--- src/rtl/seven_segment_scan_controller_pkg.sv ---
`default_nettype none
// ============================================================================
//  Module      : seven_segment_scan_controller_pkg
//  Description : Shared constants and timing helper for the seven-segment
//                scan controller (segment patterns, sub-phase count, slot /
//                sub-phase / blink period derivation).
//  Revision    : 1.0 - initial release
// ============================================================================
package seven_segment_scan_controller_pkg;

    // Number of brightness sub-phases per slot (16-level PWM)
    localparam int c_SUB_PHASES = 16;

    // Active-high segment patterns, bit0 = a ... bit6 = g
    localparam logic [6:0] c_SEG_0     = 7'h3F;
    localparam logic [6:0] c_SEG_1     = 7'h06;
    localparam logic [6:0] c_SEG_2     = 7'h5B;
    localparam logic [6:0] c_SEG_3     = 7'h4F;
    localparam logic [6:0] c_SEG_4     = 7'h66;
    localparam logic [6:0] c_SEG_5     = 7'h6D;
    localparam logic [6:0] c_SEG_6     = 7'h7D;
    localparam logic [6:0] c_SEG_7     = 7'h07;
    localparam logic [6:0] c_SEG_8     = 7'h7F;
    localparam logic [6:0] c_SEG_9     = 7'h6F;
    localparam logic [6:0] c_SEG_DASH  = 7'h40;
    localparam logic [6:0] c_SEG_BLANK = 7'h00;

    // Derived scan timing; ok is cleared when the parameter set is unusable
    typedef struct packed {
        logic [31:0] ticks;
        logic [31:0] sub;
        logic [31:0] hb;
        logic        ok;
    } scan_timing_t;

    // Slot length, sub-phase length and blink half-period from the clock rates
    function automatic scan_timing_t calc_scan_timing(
        input int clk_in,
        input int refresh_hz,
        input int blink_hz,
        input int digit_num
    );
        scan_timing_t t;
        t = '0;
        if ((refresh_hz > 0) && (blink_hz > 0) && (clk_in > 0)) begin
            t.ticks = 32'(clk_in / refresh_hz);
            t.sub   = 32'((clk_in / refresh_hz) / c_SUB_PHASES);
            t.hb    = 32'(clk_in / (2 * blink_hz));
        end
        t.ok = (digit_num >= 1) && (digit_num <= 8) &&
               (t.ticks >= 32'(c_SUB_PHASES)) && (t.hb >= 32'd1);
        return t;
    endfunction

endpackage
`default_nettype wire

--- src/rtl/seven_segment_scan_controller_encoder.sv ---
`default_nettype none
// ============================================================================
//  Module      : seven_segment_encoder
//  Description : Combinational BCD nibble to 7-segment pattern (active-high).
//                Values 10-15 render as a dash.
//  Revision    : 1.0 - initial release
// ============================================================================
module seven_segment_encoder
    import seven_segment_scan_controller_pkg::*;
(
    input  logic [3:0] i_nibble,
    output logic [6:0] o_pattern
);

    // Nibble lookup; anything outside 0-9 shows a dash
    always_comb begin
        o_pattern = c_SEG_DASH;
        case (i_nibble)
            4'd0:    o_pattern = c_SEG_0;
            4'd1:    o_pattern = c_SEG_1;
            4'd2:    o_pattern = c_SEG_2;
            4'd3:    o_pattern = c_SEG_3;
            4'd4:    o_pattern = c_SEG_4;
            4'd5:    o_pattern = c_SEG_5;
            4'd6:    o_pattern = c_SEG_6;
            4'd7:    o_pattern = c_SEG_7;
            4'd8:    o_pattern = c_SEG_8;
            4'd9:    o_pattern = c_SEG_9;
            default: o_pattern = c_SEG_DASH;
        endcase
    end

endmodule
`default_nettype wire

--- src/rtl/seven_segment_scan_controller.sv ---
`default_nettype none
// ============================================================================
//  Module      : seven_segment_scan_controller
//  Description : Time-multiplexed BCD display driver with per-digit DP and
//                blink, leading-zero suppression, 16-level PWM brightness and
//                configurable pin polarity. Single clock, clock-enable scan.
//  Revision    : 1.0 - initial release
// ============================================================================
module seven_segment_scan_controller
    import seven_segment_scan_controller_pkg::*;
#(
    parameter int CLK_IN         = 100_000_000,
    parameter int DIGIT_NUM      = 4,
    parameter int REFRESH_HZ     = 500,
    parameter int BLINK_HZ       = 2,
    parameter int ACTIVE_LOW_SEG = 1,
    parameter int ACTIVE_LOW_AN  = 1
)(
    input  logic                   i_Clk,
    input  logic                   i_Reset_n,
    input  logic                   i_Enable,
    input  logic [4*DIGIT_NUM-1:0] i_BCD_Num,
    input  logic [DIGIT_NUM-1:0]   i_DP,
    input  logic [DIGIT_NUM-1:0]   i_Blink_Mask,
    input  logic                   i_Blank_Zeros,
    input  logic [3:0]             i_Brightness,
    output logic [6:0]             o_Segments,
    output logic                   o_DP,
    output logic [DIGIT_NUM-1:0]   o_Anodes,
    output logic                   o_Frame_Start
);

    localparam scan_timing_t c_TIMING = calc_scan_timing(CLK_IN, REFRESH_HZ, BLINK_HZ, DIGIT_NUM);
    localparam int c_TICKS   = int'(c_TIMING.ticks);
    localparam int c_SUB     = int'(c_TIMING.sub);
    localparam int c_HB      = int'(c_TIMING.hb);
    localparam int c_SLOT_W  = (c_TICKS > 1) ? $clog2(c_TICKS) : 1;
    localparam int c_SUB_W   = (c_SUB   > 1) ? $clog2(c_SUB)   : 1;
    localparam int c_BLINK_W = (c_HB    > 1) ? $clog2(c_HB)    : 1;
    localparam int c_IDX_W   = (DIGIT_NUM > 1) ? $clog2(DIGIT_NUM) : 1;

    localparam logic [3:0]           c_PHASE_MAX = 4'(c_SUB_PHASES - 1);
    localparam logic [DIGIT_NUM-1:0] c_AN_OFF    = (ACTIVE_LOW_AN  != 0) ? {DIGIT_NUM{1'b1}} : '0;
    localparam logic [6:0]           c_SEG_OFF   = (ACTIVE_LOW_SEG != 0) ? 7'h7F : 7'h00;
    localparam logic                 c_DP_OFF    = (ACTIVE_LOW_SEG != 0);

    // Reject unusable parameter sets at elaboration
    if (!c_TIMING.ok) begin : g_param_check
        $error("seven_segment_scan_controller: DIGIT_NUM must be 1..8 and CLK_IN/REFRESH_HZ >= 16");
    end

    logic [c_SLOT_W-1:0]  r_slot_cnt;
    logic [c_SUB_W-1:0]   r_sub_cnt;
    logic [3:0]           r_phase;
    logic [c_IDX_W-1:0]   r_digit;       // digit the next slot will show
    logic [c_BLINK_W-1:0] r_blink_cnt;
    logic                 r_blink_on;

    logic                 r_slot_valid;  // cleared until the first slot after reset
    logic [c_IDX_W-1:0]   r_cur_digit;
    logic [3:0]           r_lat_nibble;
    logic                 r_lat_dp;
    logic                 r_lat_blink_off;
    logic                 r_lat_suppress;

    logic                 w_slot_wrap;
    logic                 w_sub_wrap;
    logic                 w_blink_wrap;
    logic                 w_blink_on_next;
    logic [3:0]           w_sel_nibble;
    logic                 w_sel_dp;
    logic                 w_sel_blink;
    logic                 w_sel_upper_zero;
    logic                 w_suppress;
    logic [6:0]           w_pattern;
    logic [6:0]           w_seg;
    logic                 w_dp;
    logic                 w_an_on;
    logic [DIGIT_NUM-1:0] w_an;

    assign w_slot_wrap     = (r_slot_cnt  == c_SLOT_W'(c_TICKS - 1));
    assign w_sub_wrap      = (r_sub_cnt   == c_SUB_W'(c_SUB - 1));
    assign w_blink_wrap    = (r_blink_cnt == c_BLINK_W'(c_HB - 1));
    assign w_blink_on_next = w_blink_wrap ? ~r_blink_on : r_blink_on;

    // Slot, sub-phase and digit-index sequencing
    always_ff @(posedge i_Clk or negedge i_Reset_n) begin
        if (!i_Reset_n) begin
            r_slot_cnt <= '0;
            r_sub_cnt  <= '0;
            r_phase    <= '0;
            r_digit    <= '0;
        end else if (w_slot_wrap) begin
            r_slot_cnt <= '0;
            r_sub_cnt  <= '0;
            r_phase    <= '0;
            r_digit    <= (r_digit == c_IDX_W'(DIGIT_NUM - 1)) ? '0 : r_digit + 1'b1;
        end else begin
            r_slot_cnt <= r_slot_cnt + 1'b1;
            if (w_sub_wrap) begin
                r_sub_cnt <= '0;
                if (r_phase != c_PHASE_MAX) begin
                    r_phase <= r_phase + 1'b1;
                end
            end else begin
                r_sub_cnt <= r_sub_cnt + 1'b1;
            end
        end
    end

    // Blink half-period counter and phase, starting in the "on" phase
    always_ff @(posedge i_Clk or negedge i_Reset_n) begin
        if (!i_Reset_n) begin
            r_blink_cnt <= '0;
            r_blink_on  <= 1'b1;
        end else begin
            r_blink_cnt <= w_blink_wrap ? '0 : r_blink_cnt + 1'b1;
            r_blink_on  <= w_blink_on_next;
        end
    end

    // Select the upcoming digit's inputs and test whether it and all higher digits are zero
    always_comb begin
        w_sel_nibble     = '0;
        w_sel_dp         = 1'b0;
        w_sel_blink      = 1'b0;
        w_sel_upper_zero = 1'b1;
        for (int k = 0; k < DIGIT_NUM; k++) begin
            if (r_digit == c_IDX_W'(k)) begin
                w_sel_nibble = i_BCD_Num[4*k +: 4];
                w_sel_dp     = i_DP[k];
                w_sel_blink  = i_Blink_Mask[k];
            end
            if ((c_IDX_W'(k) >= r_digit) && (i_BCD_Num[4*k +: 4] != 4'h0)) begin
                w_sel_upper_zero = 1'b0;
            end
        end
    end

    assign w_suppress = i_Blank_Zeros && (r_digit != '0) && w_sel_upper_zero;

    // Per-slot latch; the blink decision uses the phase in force after this edge
    always_ff @(posedge i_Clk or negedge i_Reset_n) begin
        if (!i_Reset_n) begin
            r_slot_valid    <= 1'b0;
            r_cur_digit     <= '0;
            r_lat_nibble    <= '0;
            r_lat_dp        <= 1'b0;
            r_lat_blink_off <= 1'b0;
            r_lat_suppress  <= 1'b0;
        end else if (w_slot_wrap) begin
            r_slot_valid    <= 1'b1;
            r_cur_digit     <= r_digit;
            r_lat_nibble    <= w_sel_nibble;
            r_lat_dp        <= w_sel_dp;
            r_lat_blink_off <= w_sel_blink && !w_blink_on_next;
            r_lat_suppress  <= w_suppress;
        end
    end

    seven_segment_encoder u_encoder (
        .i_nibble  (r_lat_nibble),
        .o_pattern (w_pattern)
    );

    assign w_seg   = (r_slot_valid && !r_lat_suppress) ? w_pattern : c_SEG_BLANK;
    assign w_dp    = r_slot_valid && r_lat_dp;
    assign w_an_on = i_Enable && r_slot_valid && (r_phase <= i_Brightness) && !r_lat_blink_off;

    // One-hot anode for the digit currently on display
    always_comb begin
        w_an = '0;
        for (int k = 0; k < DIGIT_NUM; k++) begin
            w_an[k] = w_an_on && (r_cur_digit == c_IDX_W'(k));
        end
    end

    // Output registers with pin polarity applied
    always_ff @(posedge i_Clk or negedge i_Reset_n) begin
        if (!i_Reset_n) begin
            o_Anodes      <= c_AN_OFF;
            o_Segments    <= c_SEG_OFF;
            o_DP          <= c_DP_OFF;
            o_Frame_Start <= 1'b0;
        end else begin
            o_Anodes      <= (ACTIVE_LOW_AN  != 0) ? ~w_an  : w_an;
            o_Segments    <= (ACTIVE_LOW_SEG != 0) ? ~w_seg : w_seg;
            o_DP          <= (ACTIVE_LOW_SEG != 0) ? ~w_dp  : w_dp;
            o_Frame_Start <= r_slot_valid && (r_slot_cnt == '0) && (r_cur_digit == '0);
        end
    end

endmodule
`default_nettype wire

--- config.mk ---
export PLATFORM = sky130hd
export DESIGN_NAME = seven_segment_scan_controller
export DESIGN_NICKNAME = d
export VERILOG_FILES = /design/src/rtl/seven_segment_scan_controller_pkg.sv /design/src/rtl/seven_segment_scan_controller_encoder.sv /design/src/rtl/seven_segment_scan_controller.sv
export SDC_FILE = /design/constraint.sdc
export NUM_CORES = 1
export LEC_CHECK = 0
export CORE_ASPECT_RATIO = 0.75
export CORE_UTILIZATION = 46
export DETAILED_ROUTE_END_ITERATION = 16
export PLACE_DENSITY = 0.67
export SYNTH_ARGS = -nofsm -noshare
export SYNTH_HDL_FRONTEND = slang
export SYNTH_HIERARCHICAL = 1
export SYNTH_SLANG_ARGS = --single-unit
--- constraint.sdc ---
create_clock -name i_Clk -period 2.3 [get_ports i_Clk]
set_clock_uncertainty 0.05 [all_clocks]
set_input_delay 0.46 -clock i_Clk [delete_from_list [all_inputs] [get_ports i_Clk]]
set_output_delay 0.46 -clock i_Clk [all_outputs]
set_load 0.02 [all_outputs]
# After elaboration in Yosys (flattened, before gate mapping)
# Memories as Yosys holds them, arrays and structs flattened.
# Index checks and enable logic that the tools add are counted.
# classes
magnitude_cmp	5
n_mux	26
n_eq_ne	10
n_bitwise	4
n_reduce_logical	32
addsub	5
# op_table
cell	n
two-way mux 14 bit	2
two-way mux 4 bit	7
adder 25 x 1 -> 25 bit (second input constant)	1
== test 25 bit (second input constant)	1
two-way mux 25 bit	1
adder 18 x 1 -> 18 bit (second input constant)	1
== test 18 bit (second input constant)	1
logical AND 1 bit	18
zero test 18 bit	1
two-way mux 18 bit	1
nonzero test 4 bit	4
adder 14 x 1 -> 14 bit (second input constant)	1
== test 14 bit (second input constant)	1
two-way mux 1 bit	13
== test 2 bit (second input constant)	4
two-way mux 7 bit	1
NOT 7 bit	1
nonzero test 2 bit	3
adder 4 x 1 -> 4 bit (second input constant)	1
== test 2 x 1 -> 1 bit (second input constant)	2
>= comparator 1 x 2 -> 1 bit (first input constant)	2
>= comparator 2 bit (first input constant)	2
less-or-equal comparator 4 bit	1
zero test 2 bit	2
7 further kinds	10
# totals
wordCells	99
memories	1
reg_bits	87
out_inout_bits	13
in_bits	32
romBits	112
# mem_list
name	depth	width	rd	rd_clocked_by_memory_dff	wr	line	source
(name not given)	16	7	1	0	0	seven_segment_scan_controller_encoder.sv:18	case (i_nibble)

# Depth between registers and ports, before layout
# logic_depth
ltp_word	7
depth_mapped	8
depth_no_buf	7

# Cells and area by module
# The synthesis kept the hierarchy.
# modules_own_cells
mod	seq_area_each_um2	area_each_um2	instances	cells_each
seven_segment_scan_controller	2193.4	4139.0	1	410
seven_segment_encoder	0.0	227.7	1	29

# Worst setup path after synthesis
# OpenSTA, ideal clock, no wires.
# synth_path
path_kind	flip-flop to flip-flop
start	reg r_sub_cnt[10]
end	reg r_phase[3]
path_slack_ps	176
arrival_time_ps	1955
stages_incl_launch_ff	6
t_required_ps	2131
setup_time_ps	119
cell_sequence	dfrtp_1 > or4b_1 > or4_4 > a311o_1 > xor2_1 > nor2_2
# synth_via
elab_chain_cells	3
# synth_lines
item	line	source
start: declaration	seven_segment_scan_controller.sv:53	logic [c_SUB_W-1:0] r_sub_cnt;
start signal: assignment	seven_segment_scan_controller.sv:106	r_sub_cnt <= r_sub_cnt + 1'b1;
== test 14 bit	seven_segment_scan_controller.sv:82	assign w_sub_wrap = (r_sub_cnt == c_SUB_W'(c_SUB - 1));
nonzero test 2 bit (no line)	--	
AND reduction 2 bit (no line)	--	
end signal: assignment	seven_segment_scan_controller.sv:103	r_phase <= r_phase + 1'b1;
end: declaration	seven_segment_scan_controller.sv:54	logic [3:0] r_phase;
# No other way between the ends.
# A chain may end at the register's enable or synchronous reset.

# Worst setup path in the final report
# Same ends and word-level chain as after synthesis.

==> run summary <==
====================================================================================================
Status                                                                                  finished, final reports clean
Leakage power summed over all cells                                                      0.002368 µW
WHS                                                                                         2.266 ps
First DRT Iteration DRCs                                                                         207
Syn. warnings                                                                                      6
Top fanout value on the critical path                                                              5
Number of standard cells after synthesis                                                         439
Slowest cell delay on critical path                                                           570 ps
Fin crit period                                                                              2191 ps
Wire length after detailed routing                                                           8790 µm
Placeable core area                                                                         9121 µm²
Maximum number of buffers from clock root to sink                                                  2
Most frequent cell after synthesis                                                      sky130_fd_sc_hd__dfrtp_1
CTS buffer count                                                                                   9
Combinational cell fraction of total power                                                      3.5%
CTS H-tree depth                                                                                   3
Number of flops mapped to enable cells by yosys                                                    0
Worst r2r src                                                                           r_sub_cnt[10]
Clock network latency to the later pin of the worst-skew pair                                 340 ps
Worst-case vdd ir drop                                                                      359.7 µV
Part of the cycle the worst path needs                                                        95.27%
Area share of the largest cell type after synthesis                                           42.41%
Most area-consuming cells after synthesis                                               sky130_fd_sc_hd__dfrtp_1 (42%), sky130_fd_sc_hd__dfstp_2 (7.8%), sky130_fd_sc_hd__ha_1 (5.7%), sky130_fd_sc_hd__xnor2_1 (4.8%), sky130_fd_sc_hd__nor2_1 (4.2%)
Overall via count from detail_route                                                             3257
List of cells traversed by the critical path                                            or4b_1 > or4_4 > a311o_1 > xor2_1 > nor2_2
Worst Path Class, Setup                                                                   reg -> reg
Setup TNS                                                                                       0 ps
Yosys reg bits                                                                                    87
Net total in the final layout                                                                    550
Max-cap violations                                                                                 0
RSZ-0062 raised after global routing                                                              no
Ports placed on the boundary                                                                      45
Count of distinct cell types in the synthesized netlist                                           49
Cell at the root of the clock tree                                                      sky130_fd_sc_hd__clkbuf_16
Total of cells resized after clock tree synthesis                                                  0
Clock-pin slew reported for the worst setup and hold paths after clock tree synthesis          60 ps
Number of cells traversed by the worst register-to-register path                                   5
Cell Rows                                                                                         30
Worst min-delay path class                                                               in -> async
Overall power of the completed layout                                                        3099 µW
Cell types with the highest counts after synthesis                                      sky130_fd_sc_hd__dfrtp_1 (74), sky130_fd_sc_hd__nor2_1 (49), sky130_fd_sc_hd__nand2_1 (33), sky130_fd_sc_hd__nand3_1 (33), sky130_fd_sc_hd__inv_1 (26)
Relative contribution of sequential cells to total power                                       49.4%
Net switching power of the design                                                           637.7 µW
Antenna Cells                                                                                      0
Area of combinational cells with multiple inputs                                            2011 µm²
Overflow left after global routing                                                                 0
Clock tree sinks                                                                                  87
Buffers inserted during post-CTS setup optimization                                                0
Setup crit start kind                                                                           flop
Mean number of vias per cell                                                                   5.162
Fraction of final layout cells sized beyond drive strength 1                                  10.54%
Post-Syn Nets                                                                                    491
Worst slew margin                                                                             68.51%
Required time at the endpoint of the critical path                                           2470 ps
Avg Cell Area, Syn                                                                         9.947 µm²
Routed wire per std cell                                                                    13.93 µm
Achievable Freq                                                                            456.4 MHz
Hold buffers post-CTS                                                                              0
Mapped cell area                                                                            4367 µm²
Cell type contributing the most total cell area after synthesis                         sky130_fd_sc_hd__dfrtp_1
Initial antenna violation count                                                                    0
# fillers                                                                                        795
Fraction of power spent switching nets                                                        20.58%
Async set-reset flop share out of synthesis                                                   100.0%
Number of hold violations in the final report                                                      0
Estimated wirelength of the detail-placed design                                             6290 µm
Count of pins over their slew limit                                                                0
Critical R2R Capture                                                                      r_phase[3]
Overall die height                                                                          86.38 µm
Count of TritonRoute iterations in the first routing pass                                          4
Pwr dens                                                                                581.9 nW/µm²
Remaining antenna violation count after routing                                                    0
# setup viols final                                                                                0
Routability-driven placement congestion ratio                                                 0.8654
Final core utilization                                                                        58.38%
Total global-route track usage                                                                19.70%
First-pass GRT wire length                                                                  15080 µm
Logic depth of the worst setup path including buffers                                              5
Crit end category                                                                               flop
Worst-margin pin slew                                                                       472.4 ps
IO Port Bufs                                                                                      44
Cell with the largest stage delay on the worst path                                     sky130_fd_sc_hd__or4_4
Initial Util                                                                                  47.87%
Internal power component                                                                     2461 µW
Via count of the first global-routing pass                                                      3174
Worst reg-to-reg setup slack                                                                  110 ps
CTS tree                                                                                        done
Pin count of the biggest net entering global routing                                              58
Kind of cell adding the most delay to the critical path                                 simple AND/OR/NAND/NOR gates
Clock group share of total power                                                               47.0%
Sequential standard cell area                                                               2193 µm²
Sequential area share after synthesis                                                         50.23%
Die Span X                                                                                  114.5 µm
Arrival time worst endpoint                                                                  2360 ps
Area enclosed by the die boundary                                                           9890 µm²
Commonest register cell after synthesis                                                 sky130_fd_sc_hd__dfrtp_1
Buf+Inv Stages, Crit Path                                                                          0
Area growth from synthesis to layout                                                          21.95%
Post-route DRC                                                                                     0
====================================================================================================
==> flip-flops by register name (all words and copies together) (netlist names) <==
name	cells
r_blink_cnt	25
r_slot_cnt	18
r_sub_cnt	14
o_Segments	7
o_Anodes	4
r_lat_nibble	4
r_phase	4
r_cur_digit	2
r_digit	2
o_DP	1
o_Frame_Start	1
r_blink_on	1
r_lat_blink_off	1
r_lat_dp	1
r_lat_suppress	1
r_slot_valid	1
==> how the worst max path moves through the flow <==
stage	from	to	slack (ps)
floorplan	r_sub_cnt[10]	r_phase[3]	180
global placement	i_Brightness[2]	o_Anodes[0]	90
detailed placement	i_Brightness[2]	o_Anodes[1]	80
CTS	r_sub_cnt[9]	r_phase[3]	100
global route	r_sub_cnt[11]	r_phase[3]	9
finish	r_sub_cnt[10]	r_phase[3]	110
==> through the flow <==
| stage | instance area [µm²] | instances | setup slack [ps] |
|---|---|---|---|
| global route | 5325 | 631 | 9.330 |
| floorplan | 4367 | 439 | 176.2 |
| finish | 5325 | 631 | 108.7 |
| detailed placement | 5025 | 615 | 84.77 |
| CTS | 5325 | 631 | 97.47 |
| global placement | 5025 | 615 | 89.19 |
==> cells in the final DEF, fill, tap and decap left out, types with 3 or more instances in the layout <==
cell type | netlist | final
sky130_fd_sc_hd__dfstp_2 | 13 | 13
sky130_fd_sc_hd__a221oi_1 | 6 | 6
sky130_fd_sc_hd__mux2i_1 | 4 | 4
sky130_fd_sc_hd__dfrtp_1 | 74 | 74
sky130_fd_sc_hd__nand3_1 | 33 | 33
sky130_fd_sc_hd__xnor2_1 | 24 | 24
sky130_fd_sc_hd__a21oi_1 | 8 | 8
sky130_fd_sc_hd__nor2_1 | 49 | 49
sky130_fd_sc_hd__or4_1 | 4 | 4
sky130_fd_sc_hd__nand2_1 | 33 | 33
sky130_fd_sc_hd__nor3_1 | 13 | 13
sky130_fd_sc_hd__clkbuf_16 | 0 | 9
sky130_fd_sc_hd__buf_4 | 0 | 15
sky130_fd_sc_hd__o22ai_1 | 5 | 5
sky130_fd_sc_hd__nand4_1 | 10 | 10
sky130_fd_sc_hd__and3_1 | 6 | 6
sky130_fd_sc_hd__inv_1 | 26 | 26
sky130_fd_sc_hd__nor2b_1 | 12 | 12
sky130_fd_sc_hd__nand3b_1 | 3 | 3
sky130_fd_sc_hd__clkdlybuf4s50_1 | 0 | 43
sky130_fd_sc_hd__o21ai_0 | 19 | 19
sky130_fd_sc_hd__xor2_1 | 20 | 20
sky130_fd_sc_hd__or3_1 | 8 | 8
sky130_fd_sc_hd__nor4_1 | 7 | 7
sky130_fd_sc_hd__ha_1 | 20 | 20
==> kinds of logic (layout without fill, tap and decap cells) <==
family	Yosys count	after routing	share of synthesized area, %
flops	87	87	50.23
mux	5	5	1.175
simple gates	196	196	23.01
xor+xnor	44	44	8.825
buf+inv	37	101	3.725
fa+ha+maj	20	20	5.731
compound gates	50	50	7.307
==> layout make-up <==
cell class	instances	area share (%)
tap	128	3.008
clock inverter	5	1.081
timing repair buffer	59	10.57
multi-input combinational	315	37.76
sequential	87	41.19
clock buffer	11	4.558
inverter	26	1.833
==> power by group through the flow <==
stage | Sequential (µW) | Combinational, µW | Clock, µW
CTS | 1530 | 112 | 1500
detailed placement | 1560 | 111 | 0
global placement | 1560 | 111 | 0
global route | 1530 | 123 | 1550
finish | 1530 | 110 | 1460
floorplan | 1560 | 15.2 | 0
==> per-layer routing <==
metal  part of all wire [%]  track usage [%]  up-vias
met5                      0                0        -
met4                   0.76            6.021        0
met3                    3.6            5.874        5
met2                     45            30.08       48
met1                     51            27.16     1572
li1                       -                -     1632
Power figures use the tool's default switching activity.
